`src/rtl/bundler_ch_seq.sv`:
```
// bundler_ch_seq: serial channel bundler; per-bit popcount over a window of up to NUM_CHS beats, then emits the majority HV.
// Optional tie rule: define BUNDLER_TIE_FIRST_EN to resolve ties from the first accepted HV (default: ties resolve to 0).
`default_nettype none

module bundler_ch_seq #(
  parameter  int DIMENSIONS = 4,
  parameter  int NUM_CHS    = 17,
  localparam int CNT_W      = $clog2(NUM_CHS + 1)
) (
  input  logic                  clk,
  input  logic                  rst,
  input  logic                  start,
  input  logic [DIMENSIONS-1:0] hv_in,
  input  logic                  hv_valid,
  input  logic                  hv_last,
  output logic                  hv_ready,
  output logic [DIMENSIONS-1:0] hvout,
  output logic                  hvout_valid,
  input  logic                  hvout_ready,
  output logic                  busy,
  output logic [CNT_W-1:0]      ch_count
);

  typedef enum logic [1:0] {
    S_IDLE  = 2'd0,
    S_ACCUM = 2'd1,
    S_EMIT  = 2'd2
  } state_t;

  localparam logic [CNT_W-1:0] C_MAX_BEATS = CNT_W'(NUM_CHS);

  state_t                r_state;
  logic [CNT_W-1:0]      r_cnt [DIMENSIONS];
  logic [CNT_W-1:0]      r_ch_count;
  logic [DIMENSIONS-1:0] r_hvout;
  logic                  r_hvout_valid;
  logic                  r_hv_ready;
  logic                  r_busy;

  logic [CNT_W-1:0]      w_cnt_nxt [DIMENSIONS];
  logic [CNT_W-1:0]      w_n;
  logic [DIMENSIONS-1:0] w_tie_bits;
  logic [DIMENSIONS-1:0] w_major;
  logic                  w_accept;
  logic                  w_close;
  logic                  w_open;

  assign hv_ready    = r_hv_ready;
  assign hvout       = r_hvout;
  assign hvout_valid = r_hvout_valid;
  assign busy        = r_busy;
  assign ch_count    = r_ch_count;

  // hv_ready is only ever high in ACCUM, so the accept qualifies the state too.
  assign w_accept = hv_valid && r_hv_ready;
  assign w_n      = r_ch_count + CNT_W'(1);
  assign w_close  = w_accept && (hv_last || (w_n == C_MAX_BEATS));
  assign w_open   = start && (r_state == S_IDLE);

`ifdef BUNDLER_TIE_FIRST_EN
  logic [DIMENSIONS-1:0] r_first;

  always_ff @(posedge clk or posedge rst) begin
    if (rst) begin
      r_first <= '0;
    end else if (w_open) begin
      r_first <= '0;
    end else if (w_accept && (r_ch_count == '0)) begin
      r_first <= hv_in;
    end
  end

  // The first beat can itself be the closing beat, so bypass the register then.
  assign w_tie_bits = (r_ch_count == '0) ? hv_in : r_first;
`else
  assign w_tie_bits = '0;
`endif

  genvar gi;
  generate
    for (gi = 0; gi < DIMENSIONS; gi++) begin : g_bit
      logic [CNT_W:0] w_dbl;
      logic [CNT_W:0] w_nx;

      assign w_cnt_nxt[gi] = r_cnt[gi] + CNT_W'(hv_in[gi]);
      assign w_dbl         = {w_cnt_nxt[gi], 1'b0};
      assign w_nx          = {1'b0, w_n};
      assign w_major[gi]   = (w_dbl > w_nx)  ? 1'b1 :
                             (w_dbl == w_nx) ? w_tie_bits[gi] : 1'b0;
    end
  endgenerate

  always_ff @(posedge clk or posedge rst) begin
    if (rst) begin
      r_state       <= S_IDLE;
      r_ch_count    <= '0;
      r_hvout       <= '0;
      r_hvout_valid <= 1'b0;
      r_hv_ready    <= 1'b0;
      r_busy        <= 1'b0;
      for (int i = 0; i < DIMENSIONS; i++) begin
        r_cnt[i] <= '0;
      end
    end else begin
      case (r_state)
        S_IDLE: begin
          if (start) begin
            for (int i = 0; i < DIMENSIONS; i++) begin
              r_cnt[i] <= '0;
            end
            r_ch_count <= '0;
            r_hv_ready <= 1'b1;
            r_busy     <= 1'b1;
            r_state    <= S_ACCUM;
          end
        end

        S_ACCUM: begin
          if (w_accept) begin
            for (int i = 0; i < DIMENSIONS; i++) begin
              r_cnt[i] <= w_cnt_nxt[i];
            end
            r_ch_count <= w_n;
            if (w_close) begin
              r_hvout       <= w_major;
              r_hv_ready    <= 1'b0;
              r_hvout_valid <= 1'b1;
              r_state       <= S_EMIT;
            end
          end
        end

        S_EMIT: begin
          if (hvout_ready) begin
            r_hvout_valid <= 1'b0;
            r_busy        <= 1'b0;
            r_state       <= S_IDLE;
          end
        end

        default: begin
          r_hv_ready    <= 1'b0;
          r_hvout_valid <= 1'b0;
          r_busy        <= 1'b0;
          r_state       <= S_IDLE;
        end
      endcase
    end
  end

endmodule

`default_nettype wire

```
`config.mk`:
```
export PLATFORM = sky130hd
export DESIGN_NAME = bundler_ch_seq
export DESIGN_NICKNAME = d
export VERILOG_FILES = /design/src/rtl/bundler_ch_seq.sv
export SDC_FILE = /design/constraint.sdc
export NUM_CORES = 1
export LEC_CHECK = 0
export ABC_AREA = 1
export BUFFER_PORTS_ARGS = -buffer_cell sky130_fd_sc_hd__buf_2
export CAP_MARGIN = 20
export CORE_UTILIZATION = 40
export DETAILED_ROUTE_END_ITERATION = 12
export GPL_ROUTABILITY_DRIVEN = 0
export PLACE_DENSITY = 0.56
export SLEW_MARGIN = 30
export SYNTH_ARGS = -nofsm -noshare
export SYNTH_HDL_FRONTEND = slang
export SYNTH_SLANG_ARGS = --single-unit
```
`constraint.sdc`:
```
create_clock -name clk -period 2.1 [get_ports clk]
set_input_delay 0.315 -clock clk [delete_from_list [all_inputs] [get_ports clk]]
set_output_delay 0.315 -clock clk [all_outputs]
set_load 0.01 [all_outputs]
```
Yosys cells after proc, flatten, opt, wreduce, memory -nomap -nowiden
Index checks and enable logic that the tools add are counted.
{"block": "op_classes", "eq_ne": 7, "div_mod_pow": 0, "magnitude_cmp": 4, "shifts": 0, "n_reduce_logical": 11, "n_mux": 24, "n_mul": 0, "add_sub_neg": 5, "n_bitwise": 3}
{"cell": "20-bit 2-to-1 mux", "n": 2}
{"cell": "20-bit one-hot mux with 2 select lines", "n": 1}
{"cell": "6-bit by 5-bit greater-than comparator with 1-bit output", "n": 4}
{"cell": "5-bit by 1-bit adder with 5-bit output", "n": 4}
{"cell": "4-bit AND reduction", "n": 3}
{"cell": "1-bit 2-to-1 mux", "n": 10}
{"cell": "5-bit 2-to-1 mux", "n": 2}
{"cell": "5-bit one-hot mux with 2 select lines", "n": 1}
{"cell": "1-bit one-hot mux with 3 select lines", "n": 3}
{"cell": "3-bit AND reduction", "n": 3}
{"cell": "2-bit 2-to-1 mux", "n": 4}
{"cell": "2-bit != test (second input constant)", "n": 4}
{"cell": "2-bit one-hot mux with 3 select lines", "n": 1}
{"cell": "5-bit by 1-bit adder with 5-bit output (second input constant)", "n": 1}
{"cell": "5-bit == test (second input constant)", "n": 1}
{"cell": "1-bit inverter", "n": 3}
{"cell": "2-bit by 1-bit == test with 1-bit output (second input constant)", "n": 1}
{"cell": "2-bit == test (second input constant)", "n": 1}
{"cell": "1-bit logical AND", "n": 2}
{"cell": "2-bit zero test", "n": 1}
{"cell": "2-bit nonzero test", "n": 1}
{"cell": "1-bit logical OR", "n": 1}
{"block": "word_totals", "memories": 0, "rom_bits": 0, "reg_bits": 34, "input_bits": 10, "out_inout_bits": 12, "wordCells": 64, "latch_bits": 0, "ramBits": 0}

Logic depth before layout (Yosys ltp)
Gate-level depths: netlist of the first run.
{"block": "depth", "word_depth": 7, "depth_mapped": 14, "ltp_nobuf": 14}

Least setup slack after synthesis of the first run
OpenSTA, ideal clock, no wires.
{"block": "synth_timing", "path_kind": "flip-flop to flip-flop", "startpoint": "reg r_ch_count[0] (netlist: ch_count[0])", "endpoint": "reg r_hvout[0] (netlist: hvout[0])", "n_path_buf": 0, "synth_period_minus_slack_ps": 1773, "required_time_ps": 1979, "t_arrival_ps": 1652, "slack_ps": 327, "setup_time_ps": 121, "path_stages_with_launch": 15, "cell_sequence": "dfrtp_1 > ha_1 > inv_1 > nand2_1 > nand2_1 > inv_1 > ha_1 > nand3_1 > nand2_1 > inv_1 > nand2_1 > nand2_1 > nand2_1 > nand2_1 > a21oi_1"}
{"block": "synth_between", "elab_chain_len": 5, "elab_cells_between_ends": 7, "classes_between": "add/sub: 1; order compare: 1; eq/ne: 1; mux: 1; reduce/logical: 3"}
{"element": "start, declared", "line": "34", "source": "logic [CNT_W-1:0] r_ch_count;"}
{"element": "start signal, assigned", "line": "123", "source": "r_ch_count <= w_n;"}
{"element": "5-bit by 1-bit adder with 5-bit output *", "line": "56", "source": "assign w_n = r_ch_count + CNT_W'(1);"}
{"element": "parallel branches: the longest is 4 deep, another holds 6-bit by 5-bit greater-than comparator with 1-bit output"}
{"element": "end signal, assigned", "line": "125", "source": "r_hvout <= w_major;"}
{"element": "end, declared", "line": "35", "source": "logic [DIMENSIONS-1:0] r_hvout;"}
Mark *: on every way between the ends.
A chain may end at the register's enable or synchronous reset.

Final worst setup path of the first run
{"block": "layout_timing", "startpoint": "reg r_ch_count[1] (netlist: ch_count[1])", "endpoint": "reg r_hvout[3] (netlist: hvout[3])"}
The elaborated chain is that of the path after synthesis.

==> run metrics, run 1 <==
outcome finished clean; synthesized net count 324; syn_area_per_cell 7.41 um^2; fin util 47.8%; final WL 5.09 mm; cts repair resizes 0; Die Y 76.0 um; # fillers 546; R2R Path Start ch_count[1]; CTS Hold Bufs 0; core box area 0.00520 mm^2; vias in the first global route 1,839; capturing point of the worst reg2reg path hvout[3]; grt ovf 0; clock tree from TritonCTS done; area grow syn2layout 13.5%; # placed instances 386; sequential area share after synthesis 38.8%; initial antenna violation count 0; via density per instance 4.85; Post-DP HPWL 3.65 mm; synthesized instance count 296; Seq cells post-synth 34; Worst EP arrival 2.11 ns; global-route wire length before repair 8.65 mm; Reg2Reg Setup Slack 0.20 ns; most common cell after layout, fill and taps aside nand2_1; final instance area 0.00249 mm^2; most used cell, CP nand2_1; LEAKAGE 0.00139 uW; RSZ-0062 raised after global routing false; pin count of the biggest net entering global routing 35; clock slew at reported path FFs 0.08 ns; Register Area 851 um^2; Num CTS Buffers 5; Mapped Area 0.00219 mm^2; Top delay family on crit path adder cells; Die Footprint 0.00578 mm^2; Max Freq 0.525 GHz; max incr delay on CP 0.45 ns; Max Slew Vio Count 0; root buffer cell clkbuf_8; Worst R2R Path Depth 11; # setup viols final 0; Starting Density 42.1%; Rel. slew slack 65.2%; clk_skew 0.00445 ns; post-route minimum period 1.90 ns; number of nets in the layout 351; Max Buffers Root-to-Sink 2; Post-CTS Setup Repair Bufs 0; share of cells above drive strength 1 13.0%; Worst EP required 2.31 ns; Slew @ Worst Pin 0.521 ns; area occupied by multi-input gates 0.00109 mm^2; Setup CP Type register to register; worst path buffer plus inverter count 2; FP Rows 26; Layout Cells excl Fill 394; Top Ports 22; worst path cell trace ha_1 -> nand3_1 -> nand2_1 -> nand2_1 -> inv_1 -> ha_1 -> nand2_1 -> inv_1 -> nand3_1 -> nand2_1 -> a21oi_1; Slowest cell on crit path dfrtp_1; later-pin clock latency in the skew report 0.29 ns; First DRT Iteration DRCs 71; remaining antenna violation count after routing 0; most frequent cells in the layout 79 x nand2_1, 58 x inv_1, 38 x nand3_1, 34 x dfrtp_1, 21 x buf_2; DIE WIDTH 76.0 um; CP Capture Type register; Max-cap violations 0; worst-path fanout max 6; drt wl/cell 12.9 um; dpl cell area 0.00239 mm^2; Hold/Removal Path Class primary input to async pin; Vias 1,912; P per Cell Area 1090 mW/mm^2; startpoint types register; # diodes 0; clk sinks 34; H-tree Lvls 2; post-route setup TNS 0 ns; endpoints failing hold 0; Initial DRT Pass Iterations 4; Worst IR Drop VDD 0.478 mV; Tot GR Track Use 19.1%; unique cell type count in the Yosys netlist 20; IO buf count 21; Yosys warning total 0; DRC viols 0; period utilisation layout 90.6%
## per-stage QoR
stage               setup WS (ns)  power [uW]  hold WS (ns)
finish                      0.197        2720         0.108
global route              0.00295        2970         0.157
CTS                         0.167        2750         0.123
detailed placement          0.181        2210         0.437
global placement            0.204        2190         0.441
floorplan                   0.327        1840         0.457
## cells in the mapped netlist, drive strengths merged
cell	count	area [um^2]
nor3	1	5.00
nand2	85	349
xor2	8	70.1
dfrtp	34	851
o21ai	15	75.1
nand4	2	18.8
nand3	39	200
clkbuf	1	3.75
buf	5	25.0
a211oi	1	7.51
ha	18	225
o22ai	8	50.1
clkinv	1	3.75
a21oi	12	60.1
nor2	8	30.0
inv	58	218
## power by group
| group | switching (uW) | total (uW) | internal, uW |
|---|---|---|---|
| combinational | 808 | 1280 | 475 |
| clock | 257 | 521 | 264 |
| sequential | 109 | 914 | 805 |
| total | 1170 | 2720 | 1540 |
## registers in the layout, summed over array words and instances, names as in the netlist
signal,flops
hvout,4
hv_ready,1
hvout_valid,1
ch_count,5
r_cnt,20
busy,1
r_state,2
## how the worst max path moves through the flow
stage / start / to / depth (start not counted)
5_1_grt: ch_count[1] / hvout[3] / 11
3_5_place_dp: ch_count[1] / hvout[3] / 11
3_3_place_gp: ch_count[1] / hvout[0] / 12
6_report: ch_count[1] / hvout[3] / 11
2_1_floorplan: ch_count[0] / hvout[0] / 14
4_1_cts: ch_count[1] / hvout[3] / 11
## final cells by class
cell class | instances | area share (%)
Sequential cell | 34 | 34.2
Clock inverter | 2 | 0.503
Inverter | 59 | 8.90
Timing Repair Buffer | 26 | 5.73
Tap cell | 70 | 3.52
Clock buffer | 6 | 3.32
Multi-Input combinational cell | 197 | 43.8
## worst reg2reg max path, cell delays in order (launching register included)
cell and delay (ns):
dfrtp_1 0.45, ha_1 0.26, nand3_1 0.10, nand2_1 0.07, nand2_1 0.08, inv_1 0.22, ha_1 0.28, nand2_1 0.06
inv_1 0.04, nand3_1 0.06, nand2_1 0.06, a21oi_1 0.14
## routing by layer
| layer | vias up | routed length [um] | global-route usage, % |
|---|---|---|---|
| met4 | 0 | 69 | 6.15 |
| met2 | 28 | 2450 | 32.1 |
| li1 | 995 | - | - |
| met1 | 881 | 2460 | 24.8 |
| met3 | 8 | 110 | 3.71 |
| met5 | - | 0 | 0 |
## cell families after synthesis
family | after synthesis | share of synthesized area (%)
adder cells (fa/ha/maj) | 18 | 10.3
AND/OR/NAND/NOR | 135 | 27.5
AO/OA/AOI/OAI | 36 | 8.79
flip-flops | 34 | 38.8
buffers and inverters | 65 | 11.4
XOR/XNOR | 8 | 3.20
No activity file was read; power rests on OpenSTA's default activity.
==> run 2: changes to the inputs <==
--- a/config.mk
+++ b/config.mk
@@ -5,7 +5,6 @@
 export SDC_FILE = /design/constraint.sdc
 export NUM_CORES = 1
 export LEC_CHECK = 0
-export ABC_AREA = 1
 export BUFFER_PORTS_ARGS = -buffer_cell sky130_fd_sc_hd__buf_2
 export CAP_MARGIN = 20
 export CORE_UTILIZATION = 40
==> run 2 against run 1 <==
Compared with the run above: synthesized cell count fell by 22%; combinational power is 43% higher; flip-flop and latch count did not move; sequential share of layout area fell by 3.5 points; die area fell by 0.22%; core utilization grew 5.9 points; setup slack worse by 0.11 ns; power is 21% higher; design area is 12% higher; critical path type unchanged.
==> run metrics, run 2 <==
number of nets in the layout 300 (-15%); RSZ-0062 raised after global routing true; Reg2Reg Setup Slack 0.09 ns (-0.11 ns); Starting Density 42.3% (+0.17 points); area grow syn2layout 26.9%; ys flop type dfrtp_1; synth cell count leaders 34 x dfrtp_1, 24 x o21ai_0, 22 x nand2_1; LEAKAGE 0.00123 uW (-12%); clk_skew 0.00537 ns (+0.000927 ns); CP Capture Type register; Initial DRT Pass Iterations 4 (unchanged); IO buf count 21 (unchanged); most frequent cells in the layout 34 x dfrtp_1, 22 x nand2_1, 21 x buf_2, 21 x buf_4, 20 x o21ai_0; post-route minimum period 2.01 ns (+0.111 ns); Vias 1,834 (-4.1%); Seq cells post-synth 34 (unchanged); R2R Path Start ch_count[0]; FP Rows 26 (unchanged); initial antenna violation count 0 (unchanged); switching part of the total 40.8% (-2.4 points); share of cells above drive strength 1 28.6% (+16 points); clock tree from TritonCTS done; Max Slew Vio Count 0 (unchanged); Max Freq 0.496 GHz (-5.5%); Max-cap violations 0 (unchanged); synthesized net count 258 (-20%); unique cell type count in the Yosys netlist 41 (+110%); synthesized instance count 230 (-22%); Hold/Removal Path Class primary input to async pin; via density per instance 5.35 (+10%); number of synthesized flops with an enable pin 0 (unchanged); Post-DP HPWL 3.35 mm (-8.4%); Slew @ Worst Pin 0.672 ns (+0.151 ns); Largest register FFs 20 (unchanged); remaining antenna violation count after routing 0 (unchanged); Yosys top cell area share 38.9% (+0.089 points); pin count of the biggest net entering global routing 35 (unchanged); syn_area_per_cell 9.51 um^2 (+28%); later-pin clock latency in the skew report 0.28 ns (about the same); H-tree Lvls 2 (unchanged); CP endpoint hvout[2]; final WL 5.04 mm (-1.0%); share of power burned in registers 28.7% (-4.9 points); DIE WIDTH 75.9 um (-0.11%); Die Footprint 0.00577 mm^2 (-0.22%); worst-path fanout max 3 (-3); Setup CP Type register to register; Rel. slew slack 55.1% (-10 points); # setup viols final 0 (unchanged); sequential area share after synthesis 38.9% (+0.089 points); Worst EP required 2.26 ns (-0.05 ns); Synth area leaders dfrtp_1 39%, ha_1 10%, o21ai_0 5.5%; First DRT Iteration DRCs 64 (-9.9%); Mapped Area 0.00219 mm^2 (-0.23%); Num CTS Buffers 5 (unchanged); most common cell in the synthesized netlist dfrtp_1; capturing point of the worst reg2reg path hvout[2]; ys async rst share 100% (unchanged); # diodes 0 (unchanged); most common cell after layout, fill and taps aside dfrtp_1; hold slack 0.117 ns (+0.00881 ns); combinational power share 55.8% (+8.6 points); Psw 1340 uW (+14%); startpoint types register; global-route wire length before repair 8.31 mm (-4.0%); Largest Register r_cnt; power share of the clock group 15.5% (-3.7 points); Max Buffers Root-to-Sink 2 (unchanged); core box area 0.00517 mm^2 (-0.62%); clock slew at reported path FFs 0.07 ns (about the same); Worst IR Drop VDD 0.546 mV (+14%); CP startpoint ch_count[0]; Top Ports 22 (unchanged); root buffer cell clkbuf_8; P per Cell Area 1180 mW/mm^2 (+8.1%); Worst R2R Path Depth 10 (-1); drt wl/cell 14.7 um (+14%); cell accounting for the most synthesized area dfrtp_1; Yosys warning total 0 (unchanged); DRC viols 0 (unchanged); Tot GR Track Use 18.2% (-0.90 points); Int Power 1940 uW (+26%); clk sinks 34 (unchanged); fin util 53.7% (+5.9 points); total power after layout 3280 uW (+21%); period utilisation layout 95.9% (+5.3 points); endpoints failing hold 0 (unchanged); Worst EP arrival 2.17 ns (+0.06 ns); grt ovf 0 (unchanged); outcome finished clean; CTS Hold Bufs 0 (unchanged); vias in the first global route 1,757 (-4.5%); Die Y 75.9 um (-0.11%)
## run 2: what timing repair did
| action | in CTS | in global routing |
|---|---|---|
| resized for setup | 4 | 24 |
| buffers inserted | 0 | 7 |
| setup endpoints to repair | 3 | 4 |
| pin swaps | 0 | 17 |
## run 2: power by group through the flow
stage / registers, uW / clock network (uW) / logic, uW
after floorplan: 972 / 0 / 1080
after global placement: 939 / 0 / 1540
after detailed placement: 941 / 0 / 1550
after CTS: 928 / 525 / 1590
after global routing: 964 / 558 / 2040
final: 941 / 507 / 1830
## run 2: per-layer routing
layer  share of wire (%)  GRT usage [%]  vias to the layer above
met1                  48           24.7                      871
met2                  48           29.5                       43
met4                0.50           5.19                        0
met5                   0              0                        -
li1                    -              -                      918
met3                 4.1           3.49                        2
## run 2: stage by stage
step	cells	cell area, um^2	setup slack [ns]	TNS, ns
global route	343	2780	-0.0717	-0.217
CTS	336	2550	0.00970	0
detailed placement	328	2450	-0.0730	-0.0730
global placement	328	2450	-0.0973	-0.0973
finish	343	2780	0.0856	0
floorplan	230	2190	0.00556	0
## run 2: cell families after synthesis
| family | after synthesis | share of synthesized area, % |
|---|---|---|
| flops | 34 | 38.9 |
| xor+xnor | 20 | 8.87 |
| compound gates | 75 | 23.6 |
| fa+ha+maj | 18 | 10.3 |
| simple gates | 63 | 13.7 |
| buf+inv | 20 | 4.58 |
## run 2: cell type report
cell class | count | area [um^2]
inverters | 10 | 40.0
well taps | 70 | 87.6
multi-input cells | 176 | 1410
flip-flops and latches | 34 | 851
clock buffers | 7 | 86.3
repair buffers | 45 | 300
clock inverters | 1 | 5.00
fillers | 458 | 2400
## run 2: worst min-delay path by stage
stage | startpoint | to
after floorplan | rst | busy
after CTS | rst | hvout_valid
after global routing | rst | hvout_valid
after detailed placement | rst | hvout_valid
final | rst | hv_ready
after global placement | rst | hvout_valid
## run 2: critical path: stages (launching register included)
cell and delay [ns]:
dfrtp_1 0.43, ha_4 0.19, xnor2_1 0.11, buf_4 0.16, buf_6 0.12, ha_4 0.26
nand2_1 0.06, o21ai_2 0.14, o211ai_1 0.11, a41oi_1 0.20, a21oi_1 0.08
